===== config.mk =====
export PLATFORM = sky130hd
export DESIGN_NAME = instr_fsm
export DESIGN_NICKNAME = d
export VERILOG_FILES = /design/src/rtl/ctrl_pkg.sv /design/src/rtl/instr_dec.sv /design/src/rtl/instr_fsm.sv
export SDC_FILE = /design/constraint.sdc
export NUM_CORES = 1
export LEC_CHECK = 0
export CAP_MARGIN = 5
export CORE_ASPECT_RATIO = 2
export CORE_MARGIN = 2
export CORE_UTILIZATION = 30
export DETAILED_ROUTE_END_ITERATION = 7
export PLACE_DENSITY = 0.69
export RECOVER_POWER = 100
export SYNTH_ARGS = -nofsm -noshare
export SYNTH_HDL_FRONTEND = slang
export SYNTH_SLANG_ARGS = --single-unit

===== constraint.sdc =====
create_clock -name clk -period 2.6 [get_ports clk]
set_input_delay 0.52 -clock clk [delete_from_list [all_inputs] [get_ports clk]]
set_output_delay 0.52 -clock clk [all_outputs]
set_load 0.01 [all_outputs]

===== src/rtl/ctrl_pkg.sv =====
// Shared definitions for the instruction controller: FSM states, opcode/op
// encodings, write-back select values and the decoded instruction fields.
package ctrl_pkg;

    typedef enum logic [2:0] {
        S_WAIT   = 3'd0,
        S_DECODE = 3'd1,
        S_GET_A  = 3'd2,
        S_GET_B  = 3'd3,
        S_EXEC   = 3'd4,
        S_WR_IMM = 3'd5,
        S_WR_REG = 3'd6
    } state_e;

    localparam logic [2:0] OPC_MOV = 3'b110;
    localparam logic [2:0] OPC_ALU = 3'b101;

    localparam logic [1:0] OP_MOVI = 2'b10;
    localparam logic [1:0] OP_MOVR = 2'b00;

    localparam logic [1:0] OP_ADD = 2'b00;
    localparam logic [1:0] OP_CMP = 2'b01;
    localparam logic [1:0] OP_AND = 2'b10;
    localparam logic [1:0] OP_MVN = 2'b11;

    localparam logic VSEL_C   = 1'b0;
    localparam logic VSEL_IMM = 1'b1;

    typedef struct packed {
        logic [2:0] opcode;
        logic [1:0] op;
        logic [2:0] rn;
        logic [2:0] rd;
        logic [1:0] sh;
        logic [2:0] rm;
    } instr_fields_t;

    function automatic logic [15:0] sext8(input logic [7:0] v);
        return {{8{v[7]}}, v};
    endfunction

endpackage


===== src/rtl/instr_dec.sv =====
// Pure combinational field extraction for the latched instruction word.
module instr_dec
    import ctrl_pkg::*;
(
    input  logic [15:0]   ir,
    output instr_fields_t fields,
    output logic [15:0]   sximm8
);

    assign fields.opcode = ir[15:13];
    assign fields.op     = ir[12:11];
    assign fields.rn     = ir[10:8];
    assign fields.rd     = ir[7:5];
    assign fields.sh     = ir[4:3];
    assign fields.rm     = ir[2:0];
    assign sximm8        = sext8(ir[7:0]);

endmodule


===== src/rtl/instr_fsm.sv =====
// Multi-cycle controller: latches an instruction on start, then sequences the
// register-file reads, ALU execute and write-back with Moore-decoded controls.
module instr_fsm
    import ctrl_pkg::*;
(
    input  logic        clk,
    input  logic        rst_n,
    input  logic        s,
    input  logic [15:0] instr,
    output logic        w,
    output logic [2:0]  readnum,
    output logic [2:0]  writenum,
    output logic        write,
    output logic        loada,
    output logic        loadb,
    output logic        loadc,
    output logic        loads,
    output logic        asel,
    output logic        bsel,
    output logic        vsel,
    output logic [1:0]  shift,
    output logic [1:0]  aluop,
    output logic [15:0] sximm8
);

    state_e        state_q, state_d;
    logic [15:0]   ir_q;
    instr_fields_t f;
    logic          is_alu;

    instr_dec u_dec (
        .ir     (ir_q),
        .fields (f),
        .sximm8 (sximm8)
    );

    assign is_alu = (f.opcode == OPC_ALU);
    assign bsel   = 1'b0;

    always_ff @(posedge clk or negedge rst_n) begin
        if (!rst_n) begin
            state_q <= S_WAIT;
            ir_q    <= 16'h0000;
        end else begin
            state_q <= state_d;
            // Only captured on accept, so instr may change freely while busy.
            if (state_q == S_WAIT && s)
                ir_q <= instr;
        end
    end

    always_comb begin
        state_d  = state_q;
        w        = 1'b0;
        readnum  = 3'b000;
        writenum = 3'b000;
        write    = 1'b0;
        loada    = 1'b0;
        loadb    = 1'b0;
        loadc    = 1'b0;
        loads    = 1'b0;
        asel     = 1'b0;
        vsel     = VSEL_C;
        shift    = 2'b00;
        aluop    = 2'b00;
        case (state_q)
            S_WAIT: begin
                w = 1'b1;
                if (s)
                    state_d = S_DECODE;
            end
            S_DECODE: begin
                if (f.opcode == OPC_MOV && f.op == OP_MOVI)
                    state_d = S_WR_IMM;
                else if (f.opcode == OPC_MOV && f.op == OP_MOVR)
                    state_d = S_GET_B;
                else if (is_alu)
                    state_d = (f.op == OP_MVN) ? S_GET_B : S_GET_A;
                else
                    state_d = S_WAIT;
            end
            S_GET_A: begin
                readnum = f.rn;
                loada   = 1'b1;
                state_d = S_GET_B;
            end
            S_GET_B: begin
                readnum = f.rm;
                loadb   = 1'b1;
                state_d = S_EXEC;
            end
            S_EXEC: begin
                loadc   = 1'b1;
                shift   = f.sh;
                aluop   = is_alu ? f.op : OP_ADD;
                // MOV-reg and MVN are single-operand: zero the A input.
                asel    = !is_alu || (f.op == OP_MVN);
                loads   = is_alu && (f.op == OP_CMP);
                state_d = (is_alu && f.op == OP_CMP) ? S_WAIT : S_WR_REG;
            end
            S_WR_IMM: begin
                write    = 1'b1;
                writenum = f.rn;
                vsel     = VSEL_IMM;
                state_d  = S_WAIT;
            end
            S_WR_REG: begin
                write    = 1'b1;
                writenum = f.rd;
                vsel     = VSEL_C;
                state_d  = S_WAIT;
            end
            default: state_d = S_WAIT;
        endcase
    end

endmodule


==> reports/results.txt <==
Status -> complete, no violations
Final worst path period share -> 0.945
Post-synthesis cell area -> 1180 µm²
CTS Sinks -> 19
Worst path max stage delay -> 0.60 ns
Post-CTS Setup Inserts -> 0
Drt first pass iters -> 6
Gr usage total -> 0.127
Mapped Cells -> 103
Clock power share -> 0.120
DR iter-0 viols -> 7
Syn_nets -> 122
# nets final -> 158
Final ANT Viol Nets -> 0
Crit Path Max Fanout -> 10
Unrepaired setup endpoints after global routing -> false
Initial antenna violation count -> 0
Top FF cell, synth -> dfrtp_1
Reg area -> 475 µm²
Critical Path AT -> 1.94 ns
Sequential share of power -> 0.370
Layout filler cell count -> 365
Die ar. -> 4490 µm²
Area of the multi-input gates -> 480 µm²
Worst slew pin tran -> 1.13 ns
Hold Path Stages -> 1
Most frequent cell after synthesis -> dfrtp_1
Vias in the first global route -> 931
CTS tree -> built
HPWL after DPL -> 2.03 mm
Floorplan core area -> 3800 µm²
Post-synth top cells -> dfrtp_1 (19), buf_4 (17), mux2_4 (10), mux2_2 (6), nor2b_1 (5)
Count of warnings emitted by yosys -> 0
Fin. Hold Viols -> 0
Gpl congestion -> 0.713
Share of cells above drive strength 1 -> 0.109
Crit. End Element -> output port
Ports -> 54
Sw Share -> 0.375
Clock transition at path regs -> 0.07 ns
R2R cell count -> 3
Power Internal -> 1.09 mW
DRC Markers -> 0
Post-synth EDFFs -> 0
PwrDens -> 1090 nW/µm²
Type of the tightest min-delay check -> register to register
CP required -> 2.08 ns
Final Setup Violations -> 0
Slowest stage cell, crit path -> dlygate4sd3_1
Clk_lat worst skew -> 0.26 ns
DR vias -> 860
Pleak -> 0.675 nW
Post-CTS sizing -> 0
Starting Density -> 0.311
Layout area overhead -> 35.5%
Clock Path Buffers -> 2
Sw Pwr -> 652 µW
Slew Viols, Final -> 0
FF+latch count, synth -> 19
Diodes inserted -> 0
Placement Rows -> 32
Synth top area cells -> dfrtp_1 (40%), mux2_4 (13%), buf_4 (11%)
Post-synth top area cell -> dfrtp_1
Slew margin rel. -> 0.247
CTS Buf Count -> 3
Worst vdd ir -> 488 µV
WL per Instance -> 13.8 µm
Final setup TNS -> 0 ns
CTS Hold Buffers Added -> 0
Post-layout minimum cycle time -> 2.46 ns
Unique cell type count in the Yosys netlist -> 34
GRT Residual Overflow -> 0
Root buf cell -> clkbuf_8
Final setup skew -> 0.00525 ns
Drt via density -> 4.55
Comb pwr share -> 0.510
Largest net degree at the start of global routing -> 20
CP Launch Type -> register
Inst Count DP -> 185
Post-synth top area share -> 0.403
Total of max-cap violations -> 0
Die W -> 48.4 µm
Synth Area per Inst -> 11.5 µm²
Worst-path cell chain -> nor2_1 > nand2_1 > inv_1 > and3_1 > dlygate4sd3_1
First-pass GRT wire length -> 4.46 mm
IO buf count -> 52
Die height -> 92.7 µm
H-tree Lvls -> 1
Post-Layout Cell Count -> 189
Worst Setup Path Type -> register to output port
Part of the Yosys area used for sequential elements -> 0.403
Final wirelength -> 2.60 mm
F_max -> 407 MHz
Ys async rst share -> 1.00
-- cell families after synthesis --
kind of cell / count (synthesis) / share of synthesized area
DFF: 19 / 0.403
and+or+nand+nor: 28 / 0.156
buffers and inverters: 24 / 0.166
muxes: 16 / 0.184
AOI/OAI and AO/OA: 15 / 0.0879
other: 1 / 0.00317
-- critical path, delay by kind of cell (launching register included) --
| kind | cells | cell delay [ns] |
|---|---|---|
| buffers and inverters | 2 | 0.74 |
| DFF | 1 | 0.49 |
| and+or+nand+nor | 3 | 0.43 |
-- registers in the layout, indices dropped and copies added, names as in the netlist --
| name | flops |
|---|---|
| state_q | 3 |
| ir_q | 16 |
-- area by class of cell --
type                    count  area share
inverters                   2     0.00469
well taps                  51      0.0399
flip-flops and latches     19       0.297
clock buffers               4      0.0281
multi-input cells          60       0.300
repair buffers             53       0.330
-- layer usage --
| layer | global-route usage | wire length (µm) |
|---|---|---|
| met5 | 0 | 0 |
| met4 | 0.0833 | 72 |
| met3 | 0.0210 | 145 |
| met2 | 0.228 | 1460 |
| met1 | 0.135 | 927 |
-- stage by stage --
step,power (mW),hold slack (ns),area [µm²],worst slack (ns),util
finish,1.74,0.531,1600,0.144,0.421
global route,1.88,0.564,1600,0.0359,0.421
CTS,1.90,0.554,1630,0.126,0.428
detailed placement,1.69,0.537,1580,0.414,0.416
global placement,1.66,0.516,1580,0.452,0.416
floorplan,1.41,0.224,1180,0.811,-
-- path summary, 6_finish.rpt --
path / start / endpoint / slack, ns
max: state_q[0]$_DFFE_PN0P_ / aluop[1] / 0.14
min: ir_q[2]$_DFFE_PN0P_ / ir_q[2]$_DFFE_PN0P_ / 0.53
max reg2reg: state_q[0]$_DFFE_PN0P_ / ir_q[6]$_DFFE_PN0P_ / 0.47
min reg2reg: ir_q[2]$_DFFE_PN0P_ / ir_q[2]$_DFFE_PN0P_ / 0.53
max in group asynchronous: rst_n / ir_q[6]$_DFFE_PN0P_ / 1.22
min in group asynchronous: rst_n / ir_q[12]$_DFFE_PN0P_ / 0.82
-- power groups by stage --
stage / clock, mW / sequential [mW] / combinational (mW)
6_report: 0.208 / 0.643 / 0.887
3_5_place_dp: 0 / 0.662 / 1.03
3_3_place_gp: 0 / 0.648 / 1.01
2_1_floorplan: 0 / 0.568 / 0.840
5_1_grt: 0.228 / 0.684 / 0.967
4_1_cts: 0.213 / 0.657 / 1.03
-- cells in the final DEF (no fill, tap or decap) --
| master | Yosys | layout |
|---|---|---|
| nand2_1 | 2 | 2 |
| o21ai_0 | 3 | 3 |
| o21a_1 | 1 | 1 |
| a22oi_1 | 3 | 3 |
| conb_1 | 1 | 1 |
| nor4b_1 | 1 | 1 |
| inv_1 | 2 | 2 |
| and3_1 | 1 | 1 |
| buf_4 | 17 | 1 |
| a31oi_1 | 1 | 1 |
| clkdlybuf4s50_1 | 0 | 23 |
| nand2b_1 | 1 | 1 |
| nand4b_1 | 1 | 1 |
| nor2b_1 | 5 | 5 |
| nand3b_1 | 1 | 1 |
| mux2_4 | 10 | 3 |
| clkbuf_1 | 1 | 1 |
| and2_1 | 3 | 3 |
| dfrtp_1 | 19 | 19 |
| and2_0 | 0 | 1 |
| a21oi_1 | 2 | 2 |
| clkbuf_8 | 0 | 3 |
| and4bb_2 | 1 | 1 |
| and3b_1 | 1 | 1 |
| nor3_4 | 1 | 1 |
| mux2_2 | 6 | 6 |
| nor3_1 | 2 | 2 |
| mux2_1 | 0 | 7 |
| nor2_1 | 4 | 4 |
| nand3_1 | 2 | 2 |
| a22o_1 | 3 | 3 |
| a41oi_1 | 1 | 1 |
| and2b_1 | 1 | 1 |
| o31ai_1 | 1 | 1 |
| dlygate4sd3_1 | 0 | 29 |
Power figures use the tool's default switching activity.
